**src/rtl/can_irq_pkg.sv**
```systemverilog
// Shared definitions for the CAN interrupt status path: source bit map and irq FSM encoding.
package can_irq_pkg;

   localparam int unsigned NUM_SRC_DFLT = 12;

   localparam int unsigned IDX_ARBLST = 0;
   localparam int unsigned IDX_TXOK   = 1;
   localparam int unsigned IDX_TXFLL  = 2;
   localparam int unsigned IDX_TXBFLL = 3;
   localparam int unsigned IDX_RXOK   = 4;
   localparam int unsigned IDX_RXUFLW = 5;
   localparam int unsigned IDX_RXOFLW = 6;
   localparam int unsigned IDX_RXNEMP = 7;
   localparam int unsigned IDX_ERROR  = 8;
   localparam int unsigned IDX_BSOFF  = 9;
   localparam int unsigned IDX_SLP    = 10;
   localparam int unsigned IDX_WKUP   = 11;

   typedef enum logic [1:0] {
      ST_IDLE    = 2'd0,
      ST_ASSERT  = 2'd1,
      ST_HOLDOFF = 2'd2
   } irq_state_e;

endpackage

```
**src/rtl/can_irq_prio_enc.sv**
```systemverilog
// Lowest-index-wins priority encoder producing the pending-source index (0 when nothing pending).
module can_irq_prio_enc #(
   parameter int unsigned NUM_SRC = 12
) (
   input  logic [NUM_SRC-1:0] req_i,
   output logic [3:0]         id_o
);

   // Scan from the top down so the lowest set index is the last one written.
   always_comb begin
      id_o = '0;
      for (int i = int'(NUM_SRC) - 1; i >= 0; i--) begin
         if (req_i[i]) id_o = 4'(i);
      end
   end

endmodule

```
**src/rtl/can_irq_latch.sv**
```systemverilog
// CAN interrupt status latch: sticky status/overrun bits, W1C clear, enable gating, registered irq + index.
// Optional irq holdoff FSM is built when CAN_IRQ_HOLDOFF_EN is defined.
module can_irq_latch
   import can_irq_pkg::*;
#(
   parameter int unsigned NUM_SRC     = NUM_SRC_DFLT,
   parameter int unsigned HOLDOFF_CYC = 64
) (
   input  logic               sys_clk,
   input  logic               sys_rst_n,
   input  logic [NUM_SRC-1:0] evt_in,
   input  logic [31:0]        DEMUX2interrupt_en,
   input  logic [31:0]        DEMUX2interrupt_clr,
   input  logic               clr_wr,
   output logic [31:0]        isr2MUX,
   output logic [31:0]        ovr2MUX,
   output logic               irq,
   output logic [3:0]         irq_id
);

   logic [NUM_SRC-1:0] evt_q;
   logic [NUM_SRC-1:0] isr_q, isr_d;
   logic [NUM_SRC-1:0] ovr_q, ovr_d;
   logic [NUM_SRC-1:0] rise, clr_hit, pending;
   logic               irq_q, irq_d;
   logic               unused_hi;

   assign unused_hi = ^{DEMUX2interrupt_en[31:NUM_SRC], DEMUX2interrupt_clr[31:NUM_SRC]};

   // A new rise always beats a clear in the same cycle, so no event is ever lost to a racing W1C.
   always_comb begin
      rise    = evt_in & ~evt_q;
      clr_hit = {NUM_SRC{clr_wr}} & DEMUX2interrupt_clr[NUM_SRC-1:0];
      isr_d   = rise | (isr_q & ~clr_hit);
      ovr_d   = (rise & isr_q) | (ovr_q & ~clr_hit);
      pending = isr_q & DEMUX2interrupt_en[NUM_SRC-1:0];
   end

   // NOTE: state registers use non-blocking assignments so every flop samples pre-edge values.
   always_ff @(posedge sys_clk or negedge sys_rst_n) begin
      if (!sys_rst_n) begin
         evt_q <= '0;
         isr_q <= '0;
         ovr_q <= '0;
         irq_q <= 1'b0;
      end else begin
         evt_q <= evt_in;
         isr_q <= isr_d;
         ovr_q <= ovr_d;
         irq_q <= irq_d;
      end
   end

`ifdef CAN_IRQ_HOLDOFF_EN
   localparam int unsigned CNT_W = (HOLDOFF_CYC > 1) ? $clog2(HOLDOFF_CYC) : 1;

   irq_state_e       state_q, state_d;
   logic [CNT_W-1:0] cnt_q, cnt_d;

   always_ff @(posedge sys_clk or negedge sys_rst_n) begin
      if (!sys_rst_n) begin
         state_q <= ST_IDLE;
         cnt_q   <= '0;
      end else begin
         state_q <= state_d;
         cnt_q   <= cnt_d;
      end
   end

   // NOTE: every output of this block gets a default first, otherwise a latch is inferred.
   always_comb begin
      state_d = state_q;
      cnt_d   = cnt_q;
      irq_d   = 1'b0;
      unique case (state_q)
         ST_IDLE: begin
            if (|pending) begin
               state_d = ST_ASSERT;
               irq_d   = 1'b1;
            end
         end
         ST_ASSERT: begin
            if (|pending) begin
               irq_d = 1'b1;
            end else begin
               state_d = ST_HOLDOFF;
               cnt_d   = CNT_W'(HOLDOFF_CYC - 1);
            end
         end
         ST_HOLDOFF: begin
            if (cnt_q == '0) state_d = ST_IDLE;
            else             cnt_d   = cnt_q - CNT_W'(1);
         end
         default: state_d = ST_IDLE;
      endcase
   end
`else
   assign irq_d = |pending;
`endif

   can_irq_prio_enc #(
      .NUM_SRC (NUM_SRC)
   ) u_prio_enc (
      .req_i (pending),
      .id_o  (irq_id)
   );

   assign isr2MUX = {{(32 - NUM_SRC){1'b0}}, isr_q};
   assign ovr2MUX = {{(32 - NUM_SRC){1'b0}}, ovr_q};
   assign irq     = irq_q;

endmodule

```
**config.mk**
```make
export PLATFORM = sky130hd
export DESIGN_NAME = can_irq_latch
export DESIGN_NICKNAME = d
export VERILOG_FILES = /design/src/rtl/can_irq_pkg.sv /design/src/rtl/can_irq_prio_enc.sv /design/src/rtl/can_irq_latch.sv
export SDC_FILE = /design/constraint.sdc
export NUM_CORES = 1
export LEC_CHECK = 0
export ABC_AREA = 1
export CAP_MARGIN = 10
export CORE_UTILIZATION = 29
export DETAILED_ROUTE_END_ITERATION = 10
export PLACE_DENSITY = 0.77
export SLEW_MARGIN = 20
export SYNTH_ARGS = -nofsm -noshare
export SYNTH_HDL_FRONTEND = slang
export SYNTH_SLANG_ARGS = --single-unit
```
**constraint.sdc**
```tcl
create_clock -name sys_clk -period 1.2 [get_ports sys_clk]
set_input_delay 0.3 -clock sys_clk [delete_from_list [all_inputs] [get_ports sys_clk]]
set_output_delay 0.3 -clock sys_clk [all_outputs]
set_load 0.01 [all_outputs]
```
==> flow_summary_export.csv <==
group,metric,value,unit
sta,drv_slew,0,
drt,drc,0,
grt,grt_pass1_wl,5.84,mm
drt,drt-initial-drc-count,44,
critical_path,crit_chain,"nand2_2 > buf_4 > buf_6 > a21oi_4 > o21bai_1 > a31oi_1 > buf_2",
placement,dp_cells,353,
placement,place_hpwl,2.99,mm
yosys,yosys-top-cells-area,"dfrtp_1 (53%), buf_4 (17%), nand2_1 (10%)",
yosys,synth_cells,191,
die,initial_core_util,29.9,%
sta,fmax,561,MHz
sta,final.period_utilization,149,%
placement,gp_congestion,0.740,
critical_path,arrival,1480,ps
yosys,yosys.area.top_type_share,52.6,%
grt,grt_pass1_vias,1312,
critical_path,cp_slowest_cell,"dfrtp_1",
grt,gr-total-overflow,0,
drt,vias,1509,
critical_path,cp_slowest_stage_delay,370,ps
cells_and_area,syn2layout_area_growth,59.2,%
drt,postRouteWirelength,3.87,mm
power_and_ir_drop,powerDensity,1200,nW/µm²
clock_tree,cts_buffer_depth,2,
die,coreArea,5890,µm²
die,dieArea,6380,µm²
clock_tree,clock_sinks,37,
sta,layout_min_cycle_time,1780,ps
cells_and_area,final_util,47.6,%
die,row_count,28,
sta,hold_violations,0,
yosys,synth.yosys.seq_area_share,52.6,%
power_and_ir_drop,ir_drop,626,µV
critical_path,critPathLaunchType,"flip-flop",
critical_path,crit_required,900,ps
cells_and_area,layout-drive-gt1-share,30.4,%
run_status,violations,"setup timing",
yosys,avgSynthCellArea,9.21,µm²
die,design.portCount,148,
critical_path,cp_max_fo,2,
clock_tree,cts_made_buffers,5,
die,chipHeight,79.9,µm
power_and_ir_drop,power_leakage,1.48,nW
critical_path,critPathKind,"reg2out",
placement,port_buffers,67,
cells_and_area,nets,382,
yosys,synthesis.area,1760,µm²
sta,clock_skew,6.54,ps
drt,drt-wirelength-per-cell,10.2,µm
yosys,yosysTopAreaCell,"dfrtp_1",
placement,dp_slack,-1090,ps
clock_tree,clk_latency,280,ps
die,die_w,79.9,µm
sta,setup_viol,16,
sta,final.setup.worst_slack,-583,ps
sta,hold_slack,434,ps
cells_and_area,antenna_cells,0,
yosys,synth_seq_cells,37,
drt,antenna_left,0,
clock_tree,cts_tree,"built",
drt,drt_pass1_iterations,4,
drt,vias_per_cell,3.99,
grt,grt_max_degree,38,
yosys,yosys.cell_types.count,19,
clock_tree,cts.htree.levels,2,
run_status,outcome,"complete, but fails checks",
grt,grt_antenna_before_repair,0,
clock_tree,clk_pin_slew,70,ps
power_and_ir_drop,p_total,3.36,mW
clock_tree,root_buffer,"clkbuf_8",
yosys,yosys_warnings,0,
grt,grt_usage,12.3,%
worst_hold_path,hold_class,"reg2reg",
cells_and_area,final_cells,378,
sta,rsz0062_at_grt,"true",
run,maxCapViolCount,0,
critical_path,critPathCaptureType,"output port",
layer usage:
metal  GRT usage [%]  share of wire (%)  up-vias
met5               0                  0        -
met1            13.8                 39      693
met3            4.80                7.9        4
met4            3.75               0.52        0
li1                -                  -      750
met2            21.5                 53       62
through the flow:
| step | instance area (µm²) | TNS (ps) |
|---|---|---|
| 2_1_floorplan | 1910 | -417 |
| 3_3_place_gp | 2550 | -7440 |
| 3_5_place_dp | 2550 | -8500 |
| 4_1_cts | 2700 | -2650 |
| 5_1_grt | 2800 | -3780 |
| 6_report | 2800 | -2850 |
worst max-delay path: cells and delay by family (launching register included):
kind | cells | cell delay, ps
AO/OA/AOI/OAI | 3 | 350
buffers and inverters | 3 | 400
flip-flops | 1 | 370
AND/OR/NAND/NOR | 1 | 80
power by group:
group / switching (mW) / total [mW] / internal (mW) / leakage [nW]
clock: 0.400 / 0.855 / 0.455 / 0.0443
sequential: 0.0814 / 1.46 / 1.38 / 0.431
combinational: 0.455 / 1.04 / 0.589 / 1.00
total: 0.936 / 3.36 / 2.42 / 1.48
sequential cells by signal, indices dropped and copies added (netlist names):
| signal | cells |
|---|---|
| isr_q | 12 |
| ovr_q | 12 |
| evt_q | 12 |
| irq | 1 |
layout by cell type, fill, tap and decap left out, types with 2 or more instances in the layout:
| cell | count |
|---|---|
| clkbuf_8 | 6 |
| nand2_2 | 8 |
| dlygate4sd2_1 | 4 |
| inv_1 | 13 |
| o21ai_1 | 2 |
| o21ai_0 | 10 |
| dfrtp_1 | 37 |
| nor2_1 | 13 |
| a22o_1 | 12 |
| buf_2 | 16 |
| buf_4 | 24 |
| inv_2 | 2 |
| dlymetal6s2s_1 | 2 |
| conb_1 | 40 |
| buf_6 | 27 |
| clkdlybuf4s50_1 | 31 |
| nand2_1 | 42 |
| nor2_4 | 2 |
cells in the mapped netlist:
library cell,count
a21oi_1,1
a21oi_2,1
a22o_1,12
a31oi_1,1
buf_2,1
buf_4,40
conb_1,1
dfrtp_1,37
inv_1,14
inv_2,1
nand2_1,48
nand2_2,2
nand2_4,1
nand3_1,1
nor2_1,16
nor4_1,1
o21ai_0,10
o21ai_1,2
o21bai_1,1
final timing paths:
path,start,to,slack (ps),cells after the start
hold / removal,evt_q[0],isr_q[0],430,1
setup / recovery,isr_q[11],irq_id[1],-580,7
hold reg to reg,evt_q[0],isr_q[0],430,1
setup reg to reg,isr_q[11],irq,70,6
min in group asynchronous,sys_rst_n,ovr_q[5],500,3
max in group asynchronous,sys_rst_n,isr_q[2],510,3
final cells by class:
cell class                 instances  area [µm²]
fill                             605        3090
tap                               75        93.8
multi-input combinational        137         668
inverter                          15        56.3
clock buffer                       7        86.3
sequential                        37         926
timing repair buffer             107         970
cell families (layout without fill, tap and decap cells):
kind of cell | after synthesis | count (layout) | share of synthesized area, %
and+or+nand+nor | 69 | 69 | 15.6
buffers and inverters | 56 | 129 | 20.6
DFF | 37 | 37 | 52.6
AOI/OAI and AO/OA | 28 | 28 | 11.0
other | 1 | 40 | 0.213
repair_timing:
item | in CTS | in global routing
buffers inserted | 11 | 14
hold endpoints to repair | 37 | 0
endpoints found under the setup margin | 29 | 21
pin swaps | 10 | 14
hold buffers | 1 | 0
resized for setup | 144 | 22
(Power assumes the default switching activity.)
